## config.mk

```make
export PLATFORM = sky130hd
export DESIGN_NAME = adrv9001_rx_ssi_unpack
export DESIGN_NICKNAME = d
export VERILOG_FILES = /design/src/rtl/adrv9001_rx_ssi_unpack.sv
export SDC_FILE = /design/constraint.sdc
export NUM_CORES = 1
export LEC_CHECK = 0
export BUFFER_PORTS_ARGS = -buffer_cell sky130_fd_sc_hd__buf_2
export CORE_MARGIN = 2
export CORE_UTILIZATION = 40
export DETAILED_ROUTE_END_ITERATION = 10
export HOLD_SLACK_MARGIN = 0.03
export PLACE_DENSITY = 0.63
export RECOVER_POWER = 50
export SLEW_MARGIN = 20
export SYNTH_ARGS = -nofsm -noshare
export SYNTH_HDL_FRONTEND = slang
export SYNTH_SLANG_ARGS = --single-unit
```

## constraint.sdc

```tcl
create_clock -name serdes_clk_div -period 3.45 [get_ports serdes_clk_div]
set_input_delay 1.035 -clock serdes_clk_div [delete_from_list [all_inputs] [get_ports serdes_clk_div]]
set_output_delay 1.035 -clock serdes_clk_div [all_outputs]
set_load 0.01 [all_outputs]
```

## src/rtl/adrv9001_rx_ssi_unpack.sv

```systemverilog
// ADRV9001/2 receive SSI deframer. It locks to the one-in-16 strobe and
// recovers the bit offset. It rebuilds 16-bit I/Q samples into 32-bit stream
// words and can check the recovered data against a ramp or a fixed pattern.
module adrv9001_rx_ssi_unpack #(
    parameter int LOCK_COUNT   = 8,
    parameter int UNLOCK_COUNT = 4
) (
    input  logic        serdes_clk_div,
    input  logic        rst,
    input  logic        enable,
    input  logic [7:0]  s_din,
    input  logic [7:0]  i_din,
    input  logic [7:0]  q_din,
    input  logic        swap_iq,
    input  logic [1:0]  check_mode,
    input  logic [31:0] fixed_pattern,
    input  logic        check_err_clr,
    output logic [31:0] m_axis_tdata,
    output logic        m_axis_tvalid,
    output logic        locked,
    output logic [2:0]  strobe_offset,
    output logic [15:0] strobe_err_cnt,
    output logic [15:0] check_err_cnt
);

    localparam logic [1:0] ST_SEARCH = 2'd0;
    localparam logic [1:0] ST_VERIFY = 2'd1;
    localparam logic [1:0] ST_LOCKED = 2'd2;

    localparam logic [1:0] MODE_RAMP  = 2'd1;
    localparam logic [1:0] MODE_FIXED = 2'd2;

    function automatic logic [15:0] sat_inc16(input logic [15:0] v);
        return (v == 16'hFFFF) ? v : v + 16'd1;
    endfunction

    // Position of the set bit counted from the MSB (earliest bit on the wire).
    function automatic logic [2:0] bit_offset(input logic [7:0] v);
        logic [2:0] idx;
        idx = 3'd0;
        for (int k = 0; k < 8; k++) begin
            if (v[7-k]) idx = 3'(k);
        end
        return idx;
    endfunction

    // 16 bits starting b bits into the oldest of three consecutive words.
    function automatic logic [15:0] unpack16(input logic [7:0] w2, input logic [7:0] w1,
                                             input logic [7:0] w0, input logic [2:0] b);
        logic [23:0] w;
        w = {w2, w1, w0} << b;
        return w[23:8];
    endfunction

    logic [7:0]  s_p0_q, s_p1_q, s_p2_q, i_p0_q, i_p1_q, i_p2_q, q_p0_q, q_p1_q, q_p2_q;
    logic [7:0]  s_p0_d, s_p1_d, s_p2_d, i_p0_d, i_p1_d, i_p2_d, q_p0_d, q_p1_d, q_p2_d;
    logic [1:0]  state_q, state_d;
    logic        phase_q, phase_d;
    logic [2:0]  offset_q, offset_d;
    logic [7:0]  match_cnt_q, match_cnt_d;
    logic [7:0]  bad_run_q, bad_run_d;
    logic        zero_ok_q, zero_ok_d;
    logic [15:0] strobe_err_q, strobe_err_d;
    logic [31:0] tdata_q, tdata_d;
    logic        tvalid_q, tvalid_d;
    logic [15:0] check_err_q, check_err_d;
    logic [31:0] ref_q, ref_d;
    logic        seeded_q, seeded_d;
    logic [1:0]  mode_q, mode_d;

    logic        cand, strobe_ok, zero_ok, word_err, mode_chg;
    logic [15:0] i_word, q_word;

    // Three-deep word history per lane: r0 newest, r2 oldest.
    always_comb begin
        s_p0_d = s_din;  s_p1_d = s_p0_q;  s_p2_d = s_p1_q;
        i_p0_d = i_din;  i_p1_d = i_p0_q;  i_p2_d = i_p1_q;
        q_p0_d = q_din;  q_p1_d = q_p0_q;  q_p2_d = q_p1_q;
    end

    // Pure data pipeline, deliberately left without reset.
    always_ff @(posedge serdes_clk_div) begin
        s_p0_q <= s_p0_d;  s_p1_q <= s_p1_d;  s_p2_q <= s_p2_d;
        i_p0_q <= i_p0_d;  i_p1_q <= i_p1_d;  i_p2_q <= i_p2_d;
        q_p0_q <= q_p0_d;  q_p1_q <= q_p1_d;  q_p2_q <= q_p2_d;
    end

    // Strobe search / verify / lock state machine with period bookkeeping.
    always_comb begin
        cand      = (s_p0_q != 8'd0) && ((s_p0_q & (s_p0_q - 8'd1)) == 8'd0) && (s_p1_q == 8'd0);
        strobe_ok = (s_p0_q == (8'h80 >> offset_q));
        zero_ok   = (s_p0_q == 8'd0);
        state_d      = state_q;
        phase_d      = ~phase_q;
        offset_d     = offset_q;
        match_cnt_d  = match_cnt_q;
        bad_run_d    = bad_run_q;
        zero_ok_d    = zero_ok_q;
        strobe_err_d = strobe_err_q;
        case (state_q)
            ST_VERIFY: begin
                if (phase_q) begin
                    if (!zero_ok) begin
                        state_d     = ST_SEARCH;
                        match_cnt_d = 8'd0;
                    end
                end else if (!strobe_ok) begin
                    state_d     = ST_SEARCH;
                    match_cnt_d = 8'd0;
                end else if (match_cnt_q == 8'(LOCK_COUNT - 1)) begin
                    state_d      = ST_LOCKED;
                    match_cnt_d  = 8'd0;
                    bad_run_d    = 8'd0;
                    strobe_err_d = 16'd0;
                end else begin
                    match_cnt_d = match_cnt_q + 8'd1;
                end
            end
            ST_LOCKED: begin
                if (phase_q) begin
                    zero_ok_d = zero_ok;
                end else if (zero_ok_q && strobe_ok) begin
                    bad_run_d = 8'd0;
                end else begin
                    strobe_err_d = sat_inc16(strobe_err_q);
                    if (bad_run_q == 8'(UNLOCK_COUNT - 1)) begin
                        state_d   = ST_SEARCH;
                        bad_run_d = 8'd0;
                    end else begin
                        bad_run_d = bad_run_q + 8'd1;
                    end
                end
            end
            default: begin
                phase_d = 1'b0;
                if (cand) begin
                    state_d     = ST_VERIFY;
                    offset_d    = bit_offset(s_p0_q);
                    phase_d     = 1'b1;
                    match_cnt_d = 8'd0;
                end
            end
        endcase
        if (!enable) begin
            state_d     = ST_SEARCH;
            phase_d     = 1'b0;
            match_cnt_d = 8'd0;
            bad_run_d   = 8'd0;
        end
    end

    // Sample reassembly: strobe word sits in r2 on locked phase-0 cycles.
    always_comb begin
        i_word   = unpack16(i_p2_q, i_p1_q, i_p0_q, offset_q);
        q_word   = unpack16(q_p2_q, q_p1_q, q_p0_q, offset_q);
        tvalid_d = enable && (state_q == ST_LOCKED) && !phase_q;
        tdata_d  = tdata_q;
        if (tvalid_d) tdata_d = swap_iq ? {q_word, i_word} : {i_word, q_word};
    end

    // Data checker on each emitted word; clear beats increment.
    always_comb begin
        mode_chg = (check_mode != mode_q);
        mode_d   = check_mode;
        word_err = 1'b0;
        ref_d    = ref_q;
        seeded_d = seeded_q;
        if (tvalid_q) begin
            if (check_mode == MODE_RAMP && seeded_q && !mode_chg) begin
                word_err = (tdata_q[31:16] != ref_q[31:16] + 16'd1) ||
                           (tdata_q[15:0]  != ref_q[15:0]  + 16'd1);
            end else if (check_mode == MODE_FIXED) begin
                word_err = (tdata_q != fixed_pattern);
            end
            ref_d    = tdata_q;
            seeded_d = 1'b1;
        end else if (mode_chg || state_q != ST_LOCKED) begin
            seeded_d = 1'b0;
        end
        check_err_d = check_err_q;
        if (check_err_clr)  check_err_d = 16'd0;
        else if (word_err)  check_err_d = sat_inc16(check_err_q);
    end

    // Control and output registers.
    always_ff @(posedge serdes_clk_div) begin
        if (rst) begin
            state_q      <= ST_SEARCH;
            phase_q      <= 1'b0;
            offset_q     <= 3'd0;
            match_cnt_q  <= 8'd0;
            bad_run_q    <= 8'd0;
            zero_ok_q    <= 1'b0;
            strobe_err_q <= 16'd0;
            tdata_q      <= 32'd0;
            tvalid_q     <= 1'b0;
            check_err_q  <= 16'd0;
            ref_q        <= 32'd0;
            seeded_q     <= 1'b0;
            mode_q       <= 2'd0;
        end else begin
            state_q      <= state_d;
            phase_q      <= phase_d;
            offset_q     <= offset_d;
            match_cnt_q  <= match_cnt_d;
            bad_run_q    <= bad_run_d;
            zero_ok_q    <= zero_ok_d;
            strobe_err_q <= strobe_err_d;
            tdata_q      <= tdata_d;
            tvalid_q     <= tvalid_d;
            check_err_q  <= check_err_d;
            ref_q        <= ref_d;
            seeded_q     <= seeded_d;
            mode_q       <= mode_d;
        end
    end

    assign m_axis_tdata   = tdata_q;
    assign m_axis_tvalid  = tvalid_q;
    assign locked         = (state_q == ST_LOCKED);
    assign strobe_offset  = offset_q;
    assign strobe_err_cnt = strobe_err_q;
    assign check_err_cnt  = check_err_q;

endmodule

```

# Word level (Yosys, flattened, before mapping)
# Cells that the tools add are included.
[totals]
ff_bits = 187
latch_bits = 0
ram_bits = 0
romBits = 0
in_bits = 63
output_inout_bits = 69
wordCells = 133
n_memories = 0
[op_classes]
n_addsub = 7
multipliers = 0
div = 0
n_lt_le_gt_ge = 0
n_eq_ne = 23
shifts = 3
mux = 44
n_bitwise = 6
reduce_logical = 29
[ops]
columns = ["cell", "n"]
rows = [
  ["two-way mux 16 bit", 6],
  ["two-way mux 8 bit", 11],
  ["adder 16 x 1 -> 16 bit (second input constant)", 4],
  ["left shift 24 x 3 -> 24 bit", 2],
  ["== test 16 bit (second input constant)", 2],
  ["two-way mux 32 bit", 1],
  ["inequality test 16 bit", 2],
  ["inequality test 32 bit", 1],
  ["case mux 16 bit (2 select lines)", 1],
  ["case mux 8 bit (2 select lines)", 2],
  ["zero test 8 bit", 3],
  ["two-way mux 3 bit", 6],
  ["adder 8 x 1 -> 8 bit (second input constant)", 2],
  ["two-way mux 2 bit", 8],
  ["inequality test 2 bit (second input constant)", 7],
  ["bitwise AND 8 bit", 1],
  ["== test 8 x 2 -> 1 bit (second input constant)", 1],
  ["== test 8 x 3 -> 1 bit (second input constant)", 1],
  ["== test 8 bit", 1],
  ["two-way mux 1 bit", 8],
  ["nonzero test 8 bit", 1],
  ["right shift 8 x 3 -> 8 bit (first input constant)", 1],
  ["subtractor 8 x 1 -> 8 bit (second input constant)", 1],
  ["logical AND 1 bit", 7],
  ["18 further kinds", 32],
]

# Logic depth before layout (Yosys ltp)
# Gate-level depths: netlist (run 1).
[depth]
word_depth = 7
ltp_mapped = 11
ltp_nobuf = 9

# Worst setup path after synthesis (run 1)
# No wires, ideal clock.
[synth_path]
path_kind = "input to register"
startpoint = "input fixed_pattern[7]"
endpoint = "register check_err_q[1], in the netlist check_err_cnt[1]"
setup_ns = 0.070
arrival_time_ns = 2.711
t_required_ns = 3.380
path_slack_ns = 0.669
stages = 10
n_path_buf = 2
cell_sequence = "xnor2_1 > nand4_1 > nor4_1 > a21oi_1 > nor4_1 > a41o_1 > buf_6 > buf_6 > o21ai_0 > a21oi_1"
[synth_via]
elab_chain_len = 5
[synth_rtl]
columns = ["item", "line", "rtl"]
rows = [
  ["start, declared", "16", "input logic [31:0] fixed_pattern,"],
  ["inequality test 32 bit", "173", "word_err = (tdata_q != fixed_pattern);"],
  ["two-way mux 1 bit", "172", "end else if (check_mode == MODE_FIXED) begin"],
  ["two-way mux 1 bit", "169", "if (check_mode == MODE_RAMP && seeded_q && !mode_chg) begin"],
  ["two-way mux 1 bit", "168", "if (tvalid_q) begin"],
  ["AND reduction 2 bit (no source line)", "n/a", ""],
  ["end signal, assigned", "211", "check_err_q <= check_err_d;"],
  ["end, declared", "66", "logic [15:0] check_err_q, check_err_d;"],
]
# Every way passes these cells.
# A chain may end at the register's enable or synchronous reset.

# Worst setup path after layout (run 1)
[layout_path]
startpoint = "register ref_q[2]"
endpoint = "register check_err_q[10], in the netlist check_err_cnt[10]"
[layout_via]
elab_chain_len = 6
[layout_rtl]
columns = ["item", "line", "rtl"]
rows = [
  ["start, declared", "67", "logic [31:0] ref_q, ref_d;"],
  ["start signal, assigned", "212", "ref_q <= ref_d;"],
  ["adder 16 x 1 -> 16 bit", "171", "(tdata_q[15:0] != ref_q[15:0] + 16'd1);"],
  ["inequality test 16 bit", "171", ""],
  ["logical OR 1 bit", "170", "word_err = (tdata_q[31:16] != ref_q[31:16] + 16'd1) ||"],
  ["two-way mux 1 bit", "169", ""],
  ["two-way mux 1 bit", "168", ""],
  ["AND reduction 2 bit (no source line)", "n/a", ""],
]
# Every way passes these cells.

==> results by group, run 1 <==
Timing
  – Final period util: between 80% and 90%
  – Final Max Slew Viols: 42
  – TNS Setup: 0 ns
  – RSZ-0062 raised after global routing: no
  – Skew final: roughly 0.015 ns
  – Final setup fails: 0
  – Final worst path period need: 3.06 ns
  – Fmax: between 300 and 400 MHz
  – Rel. slew slack: -37.2%
  – Worst-Margin Slew: about 2 ns
  – Final Hold Violating Endpoints: 0

Run status
  – Status: finished with violations
  – Failing checks: capacitance limit, slew limit

Critical path
  – Critical Path AT: roughly 3.4 ns
  – Top delay family on crit path: simple AND/OR/NAND/NOR gates
  – Crit-path max cell delay: ~0.48 ns
  – Startpoint class of the critical path: register
  – Critical Path End Type: register
  – Crit path cell chain: nand3_2, nor4_1, mux2_2, a311oi_1, a211oi_1, a41o_1, buf_12, or4_1, a21oi_1
  – CP bufs+invs: 1
  – WS Path Type: reg2reg
  – CP max FO: 27
  – R2R setup slack: 0.39 ns
  – Crit path required time: between 3 and 4 ns
  – Slowest cell on the critical path: dfxtp_1

Synthesis
  – Synth Instances: 1080
  – Asr flop ratio synth: 0%
  – Syn_area_per_cell: roughly 9 sq um
  – Mapped Area: between 0.009 and 0.01 sq mm
  – Synth top area cells: dfxtp_1 38%, mux2i_1 8.8%, xnor2_1 7.4%
  – Seq/Total Area, Yosys: about two fifths
  – Most common cell in the netlist: dfxtp_1
  – Top cell type's share of synthesized area: 38.5%
  – Flip-flop and latch count after synthesis: ~190
  – EDFF count, synth: 0
  – Post-synth top flop: dfxtp_1
  – Top cell type by total area after synthesis: dfxtp_1
  – Syn. warnings: 0
  – Syn nets: 1151
  – Netlist cell types: 70
  – Synth top cells by count: 187 x dfxtp_1, 125 x nor2_1, 100 x a21oi_1

Final layout
  – Layout Area Growth over Synthesis: 17.1%
  – Final nets: around 1300
  – # fillers: roughly 2400
  – Layout cells sized above 1: 18.9%
  – ANT cells: 0

Clocking
  – H-tree level count: 4
  – CTS root buffer: clkbuf_16
  – Worst-path clk slew: ~0.08 ns
  – Sink Count: 187
  – Post_cts resized: 0
  – CTS Hold Buffers Added: 0
  – CTS max path bufs: 2
  – TritonCTS clock tree: yes
  – Clk_lat worst skew: between 0.4 and 0.5 ns
  – Post-CTS setup buffer count: 0
  – CTS Buf Count: 17

Power and ir drop
  – Max IR drop VDD: roughly 0.00031 V
  – Power consumption: 4.59 mW
  – Leak: 4.10 nW
  – PD cells: approximately 400 mW/mm^2

Detailed routing
  – Total wire length: 25800 um
  – Vias: 8332
  – Pre-antenna DRT Iters: 5
  – Post-DRT Antenna Nets: 0
  – DRC: 0
  – Drt wl/cell: 16.7 um
  – 1st-iter DRT viols: approximately 650
  – Routed vias/inst: between 5 and 6

Floorplanning
  – I/O pins: around 130
  – Die Ht: 160 um
  – Core area: between 0.02 and 0.025 sq mm
  – Die width: roughly 160 um
  – Core Rows: 57
  – Initial core utilization: 40.4%
  – Die area: about 0.026 sq mm

Global route
  – Total gr overflow: 0
  – Largest net degree at the start of global routing: 48
  – Tot GR Track Use: about a fifth
  – First-pass GRT wire length: a little over 40000 um
  – Vias in the first global route: ~7700
  – Antenna violations before repair: 0

Place
  – # port buffers: about 130
  – RD Place Congestion: a little over 0.9
  – HPWL after detailed placement: around 19000 um

Job
  – Number of max-cap violations: 1

Hold path
  – Hold WC Path Type: reg2reg
kinds of logic (layout without fill, tap and decap cells):
logic type      count (synthesis)  in the layout  synth area share (%)
buf+inv                        88            225                  3.85
mux                           121            121                  15.4
xor+xnor                      101            101                  9.09
fa+ha+maj                       8              8                  1.03
flops                         187            187                  38.5
simple gates                  373            373                  19.4
compound gates                202            202                  12.7
where the power goes:
group          total [mW]  internal, mW  leakage (nW)  switching (mW)
logic               0.240         0.112          2.26           0.128
registers            2.23          2.20          1.53          0.0318
clock network        2.12          1.19         0.310           0.925
through the flow:
step | area (sq um) | utilization (%) | hold WS [ns] | instances | worst slack, ns
3_5_place_dp | 10800 | 44.8 | 0.314 | 1509 | 0.126
2_1_floorplan | 9730 | - | 0.310 | 1080 | 0.669
3_3_place_gp | 10800 | 44.8 | 0.319 | 1509 | 0.179
5_1_grt | 11400 | 47.3 | 0.338 | 1541 | 0.239
6_report | 11400 | 47.3 | 0.329 | 1541 | 0.386
4_1_cts | 11400 | 47.4 | 0.333 | 1541 | 0.433
worst paths after layout:
check / end / startpoint / depth (start not counted)
setup reg to reg: check_err_cnt[10] / ref_q[2] / 9
hold / removal: i_p1_q[0] / i_p0_q[0] / 0
setup / recovery: check_err_cnt[10] / ref_q[2] / 9
hold reg to reg: i_p1_q[0] / i_p0_q[0] / 0
cell type report:
| cell class | count | area, sq um | area share (%) |
|---|---|---|---|
| Multi-Input combinational cell | 805 | 5620 | 49.3 |
| Sequential cell | 187 | 3750 | 32.9 |
| Timing Repair Buffer | 166 | 890 | 7.81 |
| Clock buffer | 18 | 439 | 3.85 |
| Tap cell | 324 | 405 | 3.56 |
| Clock inverter | 14 | 195 | 1.71 |
| Inverter | 27 | 101 | 0.890 |
per-layer routing:
layer | global-route usage [%] | vias up | share of wire (%)
li1 | - | 4141 | -
met1 | 28.0 | 3937 | 48
met2 | 31.3 | 222 | 45
met3 | 3.40 | 32 | 4.7
met4 | 6.63 | 0 | 2.2
met5 | 0 | - | 0
registers in the layout (all words and copies together), names as in the netlist:
| signal | flops |
|---|---|
| m_axis_tvalid | 1 |
| s_p1_q | 8 |
| strobe_err_cnt | 16 |
| state_q | 2 |
| zero_ok_q | 1 |
| q_p1_q | 8 |
| q_p0_q | 8 |
| bad_run_q | 8 |
| s_p0_q | 8 |
| seeded_q | 1 |
| i_p2_q | 8 |
| ref_q | 32 |
| q_p2_q | 8 |
| match_cnt_q | 8 |
| check_err_cnt | 16 |
| m_axis_tdata | 32 |
| i_p1_q | 8 |
| strobe_offset | 3 |
| phase_q | 1 |
| mode_q | 2 |
| i_p0_q | 8 |
cell usage in the layout (no fill, tap or decap), types with 6 or more instances in the layout:
cell type	Yosys	layout
and2_1	8	8
nor4_1	22	22
buf_4	0	32
xor2_1	19	19
ha_1	8	8
nand4_1	23	23
a21oi_1	100	100
clkbuf_1	38	29
nand3_1	32	32
nor2_1	125	125
nor3_1	24	23
nand2_1	69	69
nor2b_1	9	9
dfxtp_1	187	184
or3_1	12	12
and3_1	6	6
buf_2	10	104
a211oi_1	7	7
o21ai_0	31	31
or4_1	13	13
mux4_2	22	22
inv_1	27	27
xnor2_1	82	82
clkbuf_16	0	17
mux2i_1	86	86
o31ai_1	11	11
mux2_2	13	13
worst register-to-register path, delay by kind of cell, from the launching register on:
family | cells | cell delay [ns]
flops | 1 | 0.48
compound gates | 4 | 0.95
mux | 1 | 0.37
buf+inv | 1 | 0.17
simple gates | 3 | 1.05
No activity file was read; power rests on OpenSTA's default activity.
==> inputs of run 2 (changes only) <==
- PLACE_DENSITY: 0.63 -> not set
- PLACE_DENSITY_LB_ADDON: not set -> 0.15
==> results by group, run 2 (synthesis gave the netlist of run 1 again) <==
Clocking
  – Clk_lat worst skew: approximately 0.43 ns
  – CTS Hold Buffers Added: 0
  – CTS Buf Count: 17
  – Worst-path clk slew: 0.07 ns
  – TritonCTS clock tree: yes
  – H-tree level count: 4
  – Sink Count: about 190
  – Post_cts resized: 0
  – CTS root buffer: clkbuf_16
  – CTS max path bufs: 2
  – Post-CTS setup buffer count: 0

Power and ir drop
  – Max IR drop VDD: between 0.0002 and 0.0003 V
  – Switching Share: 24.7%
  – Internal Power: roughly 3.3 mW
  – Clock group share of total power: between 40% and 50%
  – Combinational Power Share: 5.4%
  – Leak: approximately 4 nW
  – Net Sw Power: ~1.1 mW
  – Flop pwr share: 50.9%
  – PD cells: around 400 mW/mm^2
  – Power consumption: about 4.4 mW

Critical path
  – R2R setup slack: ~0.42 ns
  – CP max FO: 27
  – Startpoint class of the critical path: register
  – Reg2reg path depth: 9
  – Crit path required time: about 3.8 ns
  – Slowest cell on the critical path: dfxtp_1
  – Crit-path max cell delay: 0.48 ns
  – RR Startpoint: ref_q[6]
  – Worst R2R End: check_err_cnt[7]
  – Critical Path End Type: register
  – Crit path cell chain: nand4_2, nor4_1, mux2_2, a311oi_1, a211oi_1, a41o_1, buf_12, or4_1, a21oi_1
  – WS Path Type: reg2reg
  – Critical Path AT: 3.39 ns
  – Crit path from: ref_q[6]

Timing
  – Fmax: 330 MHz
  – Rel. slew slack: between 9 and 10%
  – Final period util: ~90%
  – Final setup fails: 0
  – Final worst path period need: 3.03 ns
  – Hold Slack: 0.329 ns
  – Skew final: 0.0120 ns
  – Final Hold Violating Endpoints: 0
  – Worst-Margin Slew: about 1.4 ns
  – Final Max Slew Viols: 0
  – TNS Setup: 0 ns
  – RSZ-0062 raised after global routing: no

Detailed routing
  – 1st-iter DRT viols: 545
  – Total wire length: 25600 um
  – Pre-antenna DRT Iters: 5
  – Routed vias/inst: 5.31
  – Vias: 8141
  – DRC: 0
  – Post-DRT Antenna Nets: 0
  – Drt wl/cell: between 15 and 20 um

Global route
  – First-pass GRT wire length: 41200 um
  – Largest net degree at the start of global routing: about 50
  – Antenna violations before repair: 0
  – Tot GR Track Use: roughly a fifth
  – Vias in the first global route: between 7000 and 8000
  – Total gr overflow: 0

Place
  – RD Place Congestion: roughly 0.86
  – HPWL after detailed placement: 18900 um
  – Placed cell count: 1500
  – # port buffers: 131

Floorplanning
  – Initial core utilization: 40.4%
  – Die width: ~160 um
  – I/O pins: 132
  – Core Rows: between 50 and 60
  – Die area: around 0.026 sq mm
  – Die Ht: roughly 160 um
  – Core area: 0.0241 sq mm

Final layout
  – ANT cells: 0
  – Layout Area Growth over Synthesis: 15.6%
  – Final non-filler cell total: 1532
  – Layout cells sized above 1: between 10% and 20%
  – Commonest non-fill, non-tap cell in the layout: dfxtp_1
  – Commonest non-fill, non-tap cells in the layout: 183 x dfxtp_1, 125 x nor2_1, 103 x buf_2
  – Final nets: 1266

Hold path
  – Hold WC Path Type: reg2reg
  – Worst Hold Depth: 0
  – Worst hold start: q_p0_q[0]
  – Hold endpoint: q_p1_q[0]

Run status
  – Status: finished clean

Job
  – Number of max-cap violations: 0
==> run 2: cell types whose count changed in the layout (fill, tap and decap cells not counted), sizes merged <==
cell      previous run  this run
buf                137       127
clkinvlp             1         3
clkbuf              47        50
inv                 35        34
bufinv               3         0
==> run 2: power by group through the flow <==
| stage | clock (mW) | sequential [mW] | combinational, mW |
|---|---|---|---|
| CTS | 1.96 | 2.23 | 0.239 |
| global route | 2.05 | 2.24 | 0.258 |
| detailed placement | 0 | 2.28 | 0.237 |
| floorplan | 0 | 2.27 | 0.153 |
| finish | 1.91 | 2.23 | 0.237 |
| global placement | 0 | 2.28 | 0.237 |
==> run 2: stage by stage <==
stage | setup WS, ns | area, sq um | util, %
after global routing | 0.247 | 11200 | 46.7
final | 0.424 | 11200 | 46.7
after detailed placement | 0.139 | 10700 | 44.5
after floorplan | 0.669 | 9730 | -
after CTS | 0.423 | 11300 | 46.9
after global placement | 0.177 | 10700 | 44.5
==> run 2: final cells by class <==
| class | instances | area [sq um] |
|---|---|---|
| clock inverter | 12 | 105 |
| inverter | 27 | 101 |
| fill | 2436 | 12900 |
| tap | 324 | 405 |
| clock buffer | 20 | 457 |
| sequential | 187 | 3750 |
| timing repair buffer | 157 | 821 |
| multi-input combinational | 805 | 5610 |
==> run 2: worst max path at each step <==
stage | slack, ns | to | depth (start not counted)
final | 0.42 | check_err_cnt[7] | 9
after global routing | 0.25 | check_err_cnt[7] | 9
after CTS | 0.42 | check_err_cnt[7] | 9
after detailed placement | 0.14 | check_err_cnt[9] | 11
after global placement | 0.18 | check_err_cnt[15] | 11
after floorplan | 0.67 | check_err_cnt[1] | 10
==> run 2: critical path, delay by kind of cell (launching register included) <==
family,cells,cell delay (ns)
simple gates,3,1.03
compound gates,4,0.90
flops,1,0.48
mux,1,0.36
buf+inv,1,0.16
==> run 2: per-layer routing <==
layer | vias up | routed length (um) | GRT usage [%]
li1 | 4125 | - | -
met5 | - | 0 | 0
met4 | 0 | 490 | 5.77
met3 | 39 | 1240 | 3.43
met2 | 199 | 11300 | 30.6
met1 | 3778 | 12500 | 28.8
